File: src/rtl/nv_ram_rwsp_fifo_ctrl_pkg.sv
// rtl/nv_ram_rwsp_fifo_ctrl_pkg.sv - shared constants for the two-port RAM FIFO sequencer
//
// Purpose: default geometry of the FIFO (DEPTH x DW, address and counter widths)
//          and a helper that derives the minimum occupancy counter width.
// Ports:   none (package).

package nv_ram_rwsp_fifo_ctrl_pkg;

    localparam int DEF_DEPTH = 245;
    localparam int DEF_AW    = 8;
    localparam int DEF_DW    = 257;
    localparam int DEF_CW    = 9;

    // Smallest counter width able to hold 0..depth inclusive.
    function automatic int cw_for_depth(input int depth);
        return $clog2(depth + 1);
    endfunction

endpackage

File: src/rtl/nv_ram_rwsp_fifo_ctrl_if.sv
// rtl/nv_ram_rwsp_fifo_ctrl_if.sv - push/pop handshake and RAM port bundle
//
// Purpose: groups the push side (wr_*), pop side (rd_*) and the RAM write/read
//          port signals of the FIFO sequencer.
// Ports:   slave  - the sequencer: takes wr_pvld/wr_pd/rd_prdy/ram_dout, drives the rest.
//          master - the environment (producer, consumer and RAM instance).

interface nv_ram_rwsp_fifo_ctrl_if
    import nv_ram_rwsp_fifo_ctrl_pkg::*;
#(
    parameter int AW = DEF_AW,
    parameter int DW = DEF_DW
);

    logic          wr_pvld;
    logic          wr_prdy;
    logic [DW-1:0] wr_pd;
    logic          rd_pvld;
    logic          rd_prdy;
    logic [DW-1:0] rd_pd;
    logic          ram_we;
    logic [AW-1:0] ram_wa;
    logic [DW-1:0] ram_di;
    logic          ram_re;
    logic [AW-1:0] ram_ra;
    logic          ram_ore;
    logic [DW-1:0] ram_dout;

    modport slave (
        input  wr_pvld, wr_pd, rd_prdy, ram_dout,
        output wr_prdy, rd_pvld, rd_pd, ram_we, ram_wa, ram_di, ram_re, ram_ra, ram_ore
    );

    modport master (
        output wr_pvld, wr_pd, rd_prdy, ram_dout,
        input  wr_prdy, rd_pvld, rd_pd, ram_we, ram_wa, ram_di, ram_re, ram_ra, ram_ore
    );

endinterface

File: src/rtl/nv_ram_rwsp_fifo_ctrl_rdpipe.sv
// rtl/nv_ram_rwsp_fifo_ctrl_rdpipe.sv - two-stage RAM read pipeline valid tracking
//
// Purpose: tracks which RAM read stages hold data (s1 = address latched, s2 =
//          output register loaded) and generates re/ore so a stall at the pop
//          port propagates back without a skid buffer.
// Ports:   clk, rst_n (async active-low)
//          i_avail    - an unissued entry exists in the RAM
//          i_rd_prdy  - consumer ready
//          o_re/o_ore - RAM address-latch / output-register enables
//          o_s1_vld/o_s2_vld - stage occupancy (o_s2_vld is the pop valid)

module nv_ram_rwsp_fifo_rdpipe (
    input  logic clk,
    input  logic rst_n,
    input  logic i_avail,
    input  logic i_rd_prdy,
    output logic o_re,
    output logic o_ore,
    output logic o_s1_vld,
    output logic o_s2_vld
);

    logic r_s1_vld;
    logic r_s2_vld;
    logic w_s1_adv;
    logic w_s2_adv;

    // A stage may accept new data when it is empty or its content moves on.
    assign w_s2_adv = !r_s2_vld | i_rd_prdy;
    assign w_s1_adv = !r_s1_vld | w_s2_adv;

    // With re/ore low the RAM's ra_d and dout_r hold, keeping rd_pd stable.
    assign o_re  = i_avail & w_s1_adv;
    assign o_ore = r_s1_vld & w_s2_adv;

    always_ff @(posedge clk or negedge rst_n) begin
        if (!rst_n) begin
            r_s1_vld <= 1'b0;
            r_s2_vld <= 1'b0;
        end else begin
            r_s1_vld <= o_re  | (r_s1_vld & !w_s2_adv);
            r_s2_vld <= o_ore | (r_s2_vld & !i_rd_prdy);
        end
    end

    assign o_s1_vld = r_s1_vld;
    assign o_s2_vld = r_s2_vld;

endmodule

File: src/rtl/nv_ram_rwsp_fifo_ctrl.sv
// rtl/nv_ram_rwsp_fifo_ctrl.sv - valid/ready FIFO sequencer for a 2-cycle-read two-port RAM
//
// Purpose: owns write/read pointers and occupancy of a FIFO built on an external
//          single-clock two-port RAM; RAM dout is the pop payload directly.
// Ports:   nvdla_core_clk, nvdla_core_rstn (async active-low)
//          bus          - push/pop handshake and RAM port (slave modport)
//          fifo_count   - entries written but not yet issued to read
//          ctrl_idle    - nothing stored and no read in flight
//          wr_stall_cnt - saturating count of cycles with wr_pvld & !wr_prdy
//                         (present only when NV_FIFO_CTRL_PERF_EN is defined)

module nv_ram_rwsp_fifo_ctrl
    import nv_ram_rwsp_fifo_ctrl_pkg::*;
#(
    parameter int DEPTH = DEF_DEPTH,
    parameter int AW    = DEF_AW,
    parameter int DW    = DEF_DW,
    parameter int CW    = DEF_CW
) (
    input  logic                   nvdla_core_clk,
    input  logic                   nvdla_core_rstn,
    nv_ram_rwsp_fifo_ctrl_if.slave bus,
`ifdef NV_FIFO_CTRL_PERF_EN
    output logic [31:0]            wr_stall_cnt,
`endif
    output logic [CW-1:0]          fifo_count,
    output logic                   ctrl_idle
);

    logic [AW-1:0] r_wr_ptr;
    logic [AW-1:0] r_rd_ptr;
    logic [CW-1:0] r_count;
    logic          r_wr_prdy;
    logic [CW-1:0] w_count_nxt;
    logic          w_push;
    logic          w_re;
    logic          w_ore;
    logic          w_s1_vld;
    logic          w_s2_vld;
    logic [DW-1:0] w_wr_pd;
    logic [DW-1:0] w_rd_pd;

    // DEPTH need not be a power of two, so wrap explicitly.
    function automatic logic [AW-1:0] ptr_inc(input logic [AW-1:0] p);
        return (p == AW'(DEPTH - 1)) ? '0 : p + AW'(1);
    endfunction

    assign w_push      = bus.wr_pvld & r_wr_prdy;
    assign w_count_nxt = r_count + CW'(w_push) - CW'(w_re);

    nv_ram_rwsp_fifo_rdpipe u_rdpipe (
        .clk       (nvdla_core_clk),
        .rst_n     (nvdla_core_rstn),
        .i_avail   (r_count != '0),
        .i_rd_prdy (bus.rd_prdy),
        .o_re      (w_re),
        .o_ore     (w_ore),
        .o_s1_vld  (w_s1_vld),
        .o_s2_vld  (w_s2_vld)
    );

    // A pushed entry reaches count at the same edge it lands in the RAM, so its
    // read is issued no earlier than the following cycle.
    always_ff @(posedge nvdla_core_clk or negedge nvdla_core_rstn) begin
        if (!nvdla_core_rstn) begin
            r_wr_ptr  <= '0;
            r_rd_ptr  <= '0;
            r_count   <= '0;
            r_wr_prdy <= 1'b0;
        end else begin
            if (w_push) begin
                r_wr_ptr <= ptr_inc(r_wr_ptr);
            end
            if (w_re) begin
                r_rd_ptr <= ptr_inc(r_rd_ptr);
            end
            r_count   <= w_count_nxt;
            r_wr_prdy <= (w_count_nxt < CW'(DEPTH));
        end
    end

    assign w_wr_pd     = bus.wr_pd;
    assign w_rd_pd     = bus.ram_dout;

    assign bus.wr_prdy = r_wr_prdy;
    assign bus.ram_we  = w_push;
    assign bus.ram_wa  = r_wr_ptr;
    assign bus.ram_di  = w_wr_pd;
    assign bus.ram_re  = w_re;
    assign bus.ram_ra  = r_rd_ptr;
    assign bus.ram_ore = w_ore;
    assign bus.rd_pvld = w_s2_vld;
    assign bus.rd_pd   = w_rd_pd;

    assign fifo_count  = r_count;
    assign ctrl_idle   = (r_count == '0) & !w_s1_vld & !w_s2_vld;

`ifdef NV_FIFO_CTRL_PERF_EN
    logic [31:0] r_stall_cnt;

    always_ff @(posedge nvdla_core_clk or negedge nvdla_core_rstn) begin
        if (!nvdla_core_rstn) begin
            r_stall_cnt <= '0;
        end else if (bus.wr_pvld && !r_wr_prdy && (r_stall_cnt != '1)) begin
            r_stall_cnt <= r_stall_cnt + 32'd1;
        end
    end

    assign wr_stall_cnt = r_stall_cnt;
`endif

endmodule

File: src/flat_wrapper.sv
// flat-port wrapper written by rule: the top's interface ports become plain ports
module nv_ram_rwsp_fifo_ctrl_flat import nv_ram_rwsp_fifo_ctrl_pkg::*;
#(
    parameter int DEPTH = DEF_DEPTH,
    parameter int AW    = DEF_AW,
    parameter int DW    = DEF_DW,
    parameter int CW    = DEF_CW
)
  (nvdla_core_clk, nvdla_core_rstn, fifo_count, ctrl_idle, bus_wr_pvld, bus_wr_pd, bus_rd_prdy, bus_ram_dout, bus_wr_prdy, bus_rd_pvld, bus_rd_pd, bus_ram_we, bus_ram_wa, bus_ram_di, bus_ram_re, bus_ram_ra, bus_ram_ore);
  nv_ram_rwsp_fifo_ctrl_if #(.AW(AW), .DW(DW)) bus_i ();
  input  logic nvdla_core_clk;
  input  logic nvdla_core_rstn;
  output logic [CW-1:0] fifo_count;
  output logic ctrl_idle;
  input wire logic [$bits(bus_i.wr_pvld)-1:0] bus_wr_pvld;
  input wire logic [$bits(bus_i.wr_pd)-1:0] bus_wr_pd;
  input wire logic [$bits(bus_i.rd_prdy)-1:0] bus_rd_prdy;
  input wire logic [$bits(bus_i.ram_dout)-1:0] bus_ram_dout;
  output wire logic [$bits(bus_i.wr_prdy)-1:0] bus_wr_prdy;
  output wire logic [$bits(bus_i.rd_pvld)-1:0] bus_rd_pvld;
  output wire logic [$bits(bus_i.rd_pd)-1:0] bus_rd_pd;
  output wire logic [$bits(bus_i.ram_we)-1:0] bus_ram_we;
  output wire logic [$bits(bus_i.ram_wa)-1:0] bus_ram_wa;
  output wire logic [$bits(bus_i.ram_di)-1:0] bus_ram_di;
  output wire logic [$bits(bus_i.ram_re)-1:0] bus_ram_re;
  output wire logic [$bits(bus_i.ram_ra)-1:0] bus_ram_ra;
  output wire logic [$bits(bus_i.ram_ore)-1:0] bus_ram_ore;
  assign bus_i.wr_pvld = bus_wr_pvld;
  assign bus_i.wr_pd = bus_wr_pd;
  assign bus_i.rd_prdy = bus_rd_prdy;
  assign bus_i.ram_dout = bus_ram_dout;
  assign bus_wr_prdy = bus_i.wr_prdy;
  assign bus_rd_pvld = bus_i.rd_pvld;
  assign bus_rd_pd = bus_i.rd_pd;
  assign bus_ram_we = bus_i.ram_we;
  assign bus_ram_wa = bus_i.ram_wa;
  assign bus_ram_di = bus_i.ram_di;
  assign bus_ram_re = bus_i.ram_re;
  assign bus_ram_ra = bus_i.ram_ra;
  assign bus_ram_ore = bus_i.ram_ore;
  nv_ram_rwsp_fifo_ctrl #(.DEPTH(DEPTH), .AW(AW), .DW(DW), .CW(CW)) u_core (.nvdla_core_clk(nvdla_core_clk), .nvdla_core_rstn(nvdla_core_rstn), .bus(bus_i), .fifo_count(fifo_count), .ctrl_idle(ctrl_idle));
endmodule
File: config.mk
export PLATFORM = sky130hd
export DESIGN_NAME = nv_ram_rwsp_fifo_ctrl_flat
export DESIGN_NICKNAME = d
export VERILOG_FILES = /design/src/rtl/nv_ram_rwsp_fifo_ctrl_pkg.sv /design/src/rtl/nv_ram_rwsp_fifo_ctrl_if.sv /design/src/rtl/nv_ram_rwsp_fifo_ctrl_rdpipe.sv /design/src/rtl/nv_ram_rwsp_fifo_ctrl.sv /design/src/flat_wrapper.sv
export SDC_FILE = /design/constraint.sdc
export NUM_CORES = 1
export LEC_CHECK = 0
export BUFFER_PORTS_ARGS = -buffer_cell sky130_fd_sc_hd__buf_2
export CORE_AREA = 2 2 418 420
export DETAILED_ROUTE_END_ITERATION = 7
export DIE_AREA = 0 0 420 422
export PLACE_DENSITY_LB_ADDON = 0.08
export RECOVER_POWER = 25
export SLEW_MARGIN = 30
export SYNTH_ARGS = -nofsm -noshare
export SYNTH_HDL_FRONTEND = slang
export SYNTH_SLANG_ARGS = --single-unit
File: constraint.sdc
create_clock -name nvdla_core_clk -period 2.8 [get_ports nvdla_core_clk]
set_clock_uncertainty 0.15 [all_clocks]
set_input_delay 0.28 -clock nvdla_core_clk [delete_from_list [all_inputs] [get_ports nvdla_core_clk]]
set_output_delay 0.28 -clock nvdla_core_clk [all_outputs]
set_load 0.05 [all_outputs]
Word-level counts from Yosys, hierarchy flattened
Cells that the tools add are included.
- $add $sub $neg: 4
- magnitude comparators: 1
- equal/unequal tests: 2
- mux-type cells: 2
- bitwise operators: 11
- reductions and logical operators: 6
- operators with widths (kind ; count):
    $add 8x1->8 const B ; 2
    $eq 8x8->1 const B ; 2
    $mux 8 ; 2
    $add 9x1->9 ; 1
    $logic_not 9->1 ; 1
    $lt 9x8->1 const B ; 1
    $reduce_bool 9->1 ; 1
    $sub 9x1->9 ; 1
    $and 1x1->1 ; 7
    $logic_not 1->1 ; 4
    $or 1x1->1 ; 4
- bits in registers: 28
- output and inout port bits: 545
- logic and storage cells: 32

Longest topological paths before layout
Gate-level depths: netlist of the first run.
- word-level depth: 6
- depth in mapped cells: 18
- depth with buffers taken out: 17

Hierarchy
A second synthesis of the first run with hierarchy kept.
- cell total of the unflattened synthesis: 677
- area, all modules: 5482.8 sq um
- modules (own cells, without submodules) (module ; times used ; cells each ; area an instance (sq um) ; seq. area each (sq um)):
    nv_ram_rwsp_fifo_ctrl ; 1 ; 669 ; 5385.2 ; 650.6
    nv_ram_rwsp_fifo_rdpipe ; 1 ; 8 ; 97.6 ; 50.0

Worst setup path before layout of the first run
OpenSTA, ideal clock, no wires.
- path type: register to register
- start point: register u_core.r_count[2] (netlist: u_core.fifo_count[2])
- end point: register u_core.r_wr_prdy (netlist: u_core.bus.wr_prdy)
- arrival time: 3.395 ns
- data required time: 2.512 ns
- slack: -0.883 ns
- stages on the path, launching flop included: 19
- clock period less this slack: 3.683 ns
- cell sequence: dfrtp_1 -> inv_1 -> ha_1 -> and4bb_1 -> nand3_1 -> nand2_1 -> buf_2 -> inv_2 -> ha_1 -> inv_1 -> ha_1 -> inv_1 -> fa_1 -> nand2b_1 -> a21oi_2 -> a31o_4 -> a31oi_4 -> xnor2_1 -> a31oi_1
- longest elaborated chain between the ends: 4
- elaborated cells between the ends (all ways): 5
- ends and longest elaborated chain (element ; line ; text):
    start, declared ; nv_ram_rwsp_fifo_ctrl.sv:32 ; logic [CW-1:0] r_count;
    start signal, assigned ; nv_ram_rwsp_fifo_ctrl.sv:77 ; r_count <= w_count_nxt;
    $reduce_bool 9->1 ; nv_ram_rwsp_fifo_ctrl.sv:54 ; .i_avail (r_count != '0),
    $and 1x1->1 ; nv_ram_rwsp_fifo_ctrl_rdpipe.sv:33 ; assign o_re = i_avail & w_s1_adv;
    named net bus_ram_re ; flat_wrapper.sv:25 ; output wire logic [$bits(bus_i.ram_re)-1:0] bus_ram_re;
    $sub 9x1->9 ; nv_ram_rwsp_fifo_ctrl.sv:49 ; assign w_count_nxt = r_count + CW'(w_push) - CW'(w_re);
    named net u_core.w_count_nxt[8] ; nv_ram_rwsp_fifo_ctrl.sv:34 ; logic [CW-1:0] w_count_nxt;
    $lt 9x8->1 ; nv_ram_rwsp_fifo_ctrl.sv:78 ; r_wr_prdy <= (w_count_nxt < CW'(DEPTH));
    end signal, assigned ; nv_ram_rwsp_fifo_ctrl.sv:78 ;
    end, declared ; nv_ram_rwsp_fifo_ctrl.sv:33 ; logic r_wr_prdy;
The timed path passes the listed nets, and every way through them passes these cells.
A chain may end at the register's enable or synchronous reset.

Worst setup path after layout of the first run
- start point: register u_core.r_count[4] (netlist: u_core.fifo_count[4])
- end point: register u_core.r_wr_prdy (netlist: u_core.bus.wr_prdy)
- longest elaborated chain between the ends: 4
- elaborated cells between the ends (all ways): 5
- ends and longest elaborated chain (element ; line):
    branches (longest 2 deep; another with $add 9x1->9) ; --
    $sub 9x1->9 * ; nv_ram_rwsp_fifo_ctrl.sv:49
    named net u_core.w_count_nxt[4] ; nv_ram_rwsp_fifo_ctrl.sv:34
    $lt 9x8->1 * ; nv_ram_rwsp_fifo_ctrl.sv:78
Mark *: on every way through the listed nets, which the timed path passes.

==> qor.txt, run 1 <==
Total global-route track usage: 0.02885
Hold WC Path Type: in -> reg
Worst path slowest cell: dfrtp_2
Fin Hold WS: 0.1235 ns
Mapped Area: 0.005535 sq mm
R2R Path Start: u_core.fifo_count[4]
Grt total ovfl: 0
Layout cells sized above 1: 0.4488
Failing checks: negative setup slack
Setup TNS: -1.046 ns
Hold EP: u_core.u_rdpipe.o_s2_vld
Avg Inst Size Synth: 8.034 sq um
Total clock sinks: 28
Routed wire length: 27270 um
Main synth FF type: dfrtp_1
First-pass GRT wire length: 32340 um
Top cells by count, synth: buf_4 (514), dfrtp_1 (28), inv_1 (20)
Max-slew headroom: 0.6640
EDFF count, synth: 0
Die width: 420 um
Final worst slack: -0.3080 ns
HPWL Detailed: 23890 um
VDD IR max: 0.2515 mV
Fmax: 321.8 MHz
Cells after Synth: 689
Num CTS Buffers: 3
Seq. cell area: 708.2 sq um
Crit start category: register
Distinct cell type count after synthesis: 39
Die area: 0.1772 sq mm
Slew Viols, Final: 0
Crit path largest cell delay: 0.43 ns
Hold Path Stages: 3
Port Buffer Count: 34
I/O Pins: 1063
Area Overhead vs Synth: -3.662%
Crit end category: register
Most numerous cell in the Yosys netlist: buf_4
Post-DP Area: 0.005089 sq mm
Starting Density: 0.03202
H-tree depth: 1
Starting DRT DRC Count: 64
Reg-to-Reg End: u_core.bus.wr_prdy
Final Hold Fails: 0
ANT cells: 0
R2R cell count: 17
Total leakage power: 1.195 nW
Status: finished with violations
Fin crit period: 3.108 ns
Pwr Density: 811.9 mW/mm^2
Period utilization: 1.110
Die height: 422 um
Largest net degree at the start of global routing: 17
Clk buf depth: 2
Final instance area: 0.005333 sq mm
HP Start: bus_rd_prdy
Yosys reg bits: 28
Required time of the worst setup path: 2.83 ns
Most frequent CP cell: ha_4
Fin nets: 790
Vias: 2357
Worst-Margin Slew: 0.5021 ns
CTS tree: built
Syn_nets: 1224
Yosys warning total: 0
Critical path type: reg -> reg
Antenna-violating nets left: 0
FP Rows: 153
Root Driver: clkbuf_16
Core ar.: 0.1729 sq mm
Top cell type's share of synthesized area: 0.6971
CTS clk-pin slew, worst paths: 0.10 ns
CP max FO: 2
Filler instances: 20560
1st-pass router iterations: 4
Vias in the first global route: 2636
Top cells by area, synth: buf_4 (70%), dfrtp_1 (13%), ha_1 (3.6%)
RSZ-0062 raised after global routing: yes
Setup Viol. Count Final: 6
WP data arrival: 3.13 ns
DR vias/cell: 0.9139
Async SR Flop Fraction: 1.000
Sequential share of the synthesized area: 0.1266
Leading area contributor after synthesis: buf_4
MaxCap Viol Count: 0
Crit path cell chain: inv_2 > ha_4 > and4bb_2 > nand3_4 > nand2_4 > inv_12 > ha_4 > inv_4 > ha_4 > inv_2 > fa_2 > nand2b_4 > a21oi_4 > buf_4 > xor2_2 > and3_1 > a31oi_2
Worst-Skew Late Latency: 0.31 ns
GPL Wtd Cong: 0.5592
Multi-input logic area: 0.001030 sq mm
Number of antenna violations at the first check in global routing: 0
Flop2flop setup slack: -0.31 ns
Routed len/inst: 10.57 um
Critical Path Start: u_core.fifo_count[4]
Post-route DRC: 0
worst max path at each step:
stage,endpoint,slack (ns),cells past startpoint
floorplan,u_core.bus.wr_prdy,-0.36,18
global placement,u_core.bus.wr_prdy,-0.57,16
detailed placement,u_core.bus.wr_prdy,-0.60,17
CTS,u_core.bus.wr_prdy,-0.39,17
global route,u_core.bus.wr_prdy,-0.45,17
finish,u_core.bus.wr_prdy,-0.31,17
routing by layer:
metal  share of wire  vias up  global-route usage
met2            0.41      415             0.03979
met1            0.23     1000             0.01890
met5          0.0015        -            0.001914
li1                -      756                   -
met3            0.25      184             0.03335
met4            0.11        2             0.03040
layout make-up:
| type | count | area share |
|---|---|---|
| inverters | 21 | 0.01760 |
| repair buffers | 76 | 0.09127 |
| clock buffers | 3 | 0.01408 |
| clock inverters | 1 | 0.005631 |
| multi-input cells | 125 | 0.1931 |
| flip-flops and latches | 28 | 0.1328 |
| well taps | 2325 | 0.5455 |
state kept, by name, indices dropped and copies added (netlist names):
register and count:
u_core.bus.ram_ra 8, u_core.bus.ram_wa 8, u_core.fifo_count 9, u_core.bus.wr_prdy 1, u_core.u_rdpipe.o_s1_vld 1, u_core.u_rdpipe.o_s2_vld 1
cell usage in the layout (no fill, tap or decap), drive strengths merged, types with 3 or more instances in the layout:
master / instances
dfrtp: 28
o21ai: 18
clkbuf: 4
ha: 16
and3: 3
xnor2: 7
nor2b: 4
nand2b: 4
inv: 21
xor2: 3
o31ai: 5
a31oi: 3
a21o: 3
nor2: 11
a21oi: 5
buf: 74
nand3: 5
nand2: 17
power breakdown:
| group | leakage, nW | internal [W] | switching (W) |
|---|---|---|---|
| sequential | 0.326 | 0.000581 | 0.000163 |
| clock | 0.0511 | 0.000289 | 0.000233 |
| combinational | 0.818 | 0.00128 | 0.00178 |
| total | 1.19 | 0.00215 | 0.00218 |
cell families (layout without fill, tap and decap cells):
family                   Yosys count  after routing  share of synthesized area
flip-flops                        28             28                     0.1266
AND/OR/NAND/NOR                   60             60                    0.05922
buffers and inverters            536            101                     0.7122
adder cells (fa/ha/maj)           17             17                    0.03978
AO/OA/AOI/OAI                     38             38                    0.04634
XOR/XNOR                          10             10                    0.01582
critical path: cells and delay by family, from the launching register on:
| family | cells | cell delay, ns |
|---|---|---|
| and+or+nand+nor | 5 | 0.86 |
| buffers and inverters | 5 | 0.33 |
| xor gates and xnor gates | 1 | 0.13 |
| AOI/OAI and AO/OA | 2 | 0.28 |
| adders and majority gates | 4 | 0.79 |
| DFF | 1 | 0.43 |
stage by stage:
step	total power [W]	cells	utilization	worst slack (ns)
after floorplan	0.004254	689	-	-0.3598
after global placement	0.003690	2569	0.02944	-0.5739
after detailed placement	0.003627	2569	0.02944	-0.6037
after CTS	0.004397	2576	0.03052	-0.3871
after global routing	0.004730	2579	0.03085	-0.4526
final	0.004329	2579	0.03085	-0.3080
what timing repair did:
| action | CTS | global route |
|---|---|---|
| hold endpoints to repair | 28 | 0 |
| setup endpoints to repair | 8 | 6 |
| pin swaps | 7 | 6 |
| gates resized for setup | 12 | 6 |
| buffers inserted | 2 | 4 |
| hold buffers | 1 | 0 |
Power figures use the tool's default switching activity.
==> inputs of run 2 (changes only) <==
Settings changed: MAX_ROUTING_LAYER set to met4.
==> run 2 against run 1 <==
Register-to-register slack barely moved. The run still ends with negative setup slack left. Sequential power about the same. Non-clock buffer count unchanged. Cell area is the same. Critical path type unchanged.
==> qor.txt, run 2 (same netlist as run 1, synthesis figures left out) <==
Status: finished with violations
Failing checks: negative setup slack
Gr busiest metal: met2
Grt total ovfl: 0
GR Layer Usage met2: 0.04020
Worst-Margin Slew: 0.5170 ns
Vias in the first global route: 2639
Required time of the worst setup path: 2.83 ns
Die width: 420 um
VDD IR max: 0.2484 mV
Slew Viols, Final: 0
Port Buffer Count: 34
Tot Pwr: 0.004319 W
Non-filler cells, final: 2579
Global-route met1 utilization: 0.01917
Routed len/inst: 10.58 um
H-tree depth: 1
1st-pass router iterations: 4
GRT met3 Usage: 0.03339
Die height: 422 um
Vias: 2379
Psw: 0.002170 W
Reg power frac: 0.172
Max-slew headroom: 0.6540
Combinational power share: 0.708
RSZ-0062 raised after global routing: yes
Pwr Density: 809.9 mW/mm^2
Max reg flops: 9
Post-Place Worst Slack: -0.6037 ns
Total clock sinks: 28
Core ar.: 0.1729 sq mm
MaxCap Viol Count: 0
Commonest non-fill, non-tap cell in the layout: buf_4
Setup Viol. Count Final: 5
Placed cell count: 2569
Layout cells sized above 1: 0.4488
Total leakage power: 1.195 nW
Total global-route track usage: 0.02969
Pint: 0.002149 W
ANT cells: 0
Routed wire length: 27280 um
Die area: 0.1772 sq mm
Crit start category: register
Crit end category: register
DR vias/cell: 0.9225
Number of antenna violations at the first check in global routing: 0
Most frequent cells in the layout: buf_4 (41), buf_2 (33), dfrtp_1 (22)
HPWL Detailed: 23890 um
Sw frac: 0.5023
Clk buf depth: 2
GPL Wtd Cong: 0.5615
Fin Hold WS: 0.1239 ns
Root Driver: clkbuf_16
Num CTS Buffers: 3
Post-route DRC: 0
FP Rows: 153
Fmax: 322.6 MHz
Hold WC Path Type: in -> reg
Area Overhead vs Synth: -3.662%
Final worst slack: -0.3002 ns
Period utilization: 1.107
WP data arrival: 3.13 ns
Utilization after layout: 0.03085
Final Hold Fails: 0
Antenna-violating nets left: 0
Worst-Skew Late Latency: 0.31 ns
Largest net degree at the start of global routing: 17
Starting DRT DRC Count: 74
I/O Pins: 1063
Clock Power Share: 0.119
Fin crit period: 3.100 ns
CP max FO: 2
Starting Density: 0.03202
CTS clk-pin slew, worst paths: 0.10 ns
First-pass GRT wire length: 32320 um
CTS tree: built
Fin nets: 790
Critical path type: reg -> reg
[run 2: layer usage]
metal  wire [um]  share of wire
met1        6320           0.23
met2       11330           0.42
met3        6930           0.25
met4        2698          0.099
met5           0              0
[run 2: area by class of cell]
cell class / count / area [sq um]
timing repair buffer: 76 / 486.7
inverter: 21 / 93.84
clock inverter: 1 / 30.03
tap: 2325 / 2909
multi-input combinational: 125 / 1030
clock buffer: 3 / 75.07
fill: 20560 / 167500
sequential: 28 / 708.2
[run 2: worst max-delay path, stage by stage (launching register included)]
cell,delay (ns)
dfrtp_2,0.43
inv_2,0.08
ha_4,0.13
and4bb_2,0.29
nand3_4,0.10
nand2_4,0.12
inv_12,0.03
ha_4,0.21
inv_4,0.05
ha_4,0.12
inv_2,0.03
fa_2,0.33
nand2b_4,0.15
a21oi_4,0.16
buf_4,0.14
xor2_2,0.13
and3_1,0.20
a31oi_2,0.11
[run 2: per-stage QoR]
stage               TNS [ns]  instance area, sq um
floorplan            -0.8042                  5609
global placement      -2.368                  5089
detailed placement    -2.475                  5089
CTS                   -1.225                  5275
global route          -1.792                  5333
finish               -0.9829                  5333
[run 2: power by group through the flow]
stage	Sequential, W	Combinational, W	Clock (W)
3_3_place_gp	0.000767	0.00292	0
3_5_place_dp	0.000765	0.00286	0
6_report	0.000744	0.00306	0.000516
2_1_floorplan	0.00125	0.00300	0
4_1_cts	0.000757	0.00304	0.000597
5_1_grt	0.000779	0.00336	0.000590
[run 2: worst paths after layout]
| check | startpoint | endpoint | slack (ns) | cells past startpoint |
|---|---|---|---|---|
| max | u_core.fifo_count[4] | u_core.bus.wr_prdy | -0.30 | 17 |
| min | bus_rd_prdy | u_core.u_rdpipe.o_s2_vld | 0.12 | 3 |
| max reg2reg | u_core.fifo_count[4] | u_core.bus.wr_prdy | -0.30 | 17 |
| min reg2reg | u_core.bus.ram_ra[5] | u_core.bus.ram_ra[5] | 0.40 | 1 |
| max in group asynchronous | nvdla_core_rstn | u_core.fifo_count[6] | 1.57 | 3 |
| min in group asynchronous | nvdla_core_rstn | u_core.fifo_count[4] | 0.28 | 2 |
[run 2: repair_timing]
action,CTS,global route
resized for setup,12,6
hold buffers,1,0
hold endpoints to repair,28,0
pin swaps,7,6
endpoints found under the setup margin,8,6
setup buffers,2,4
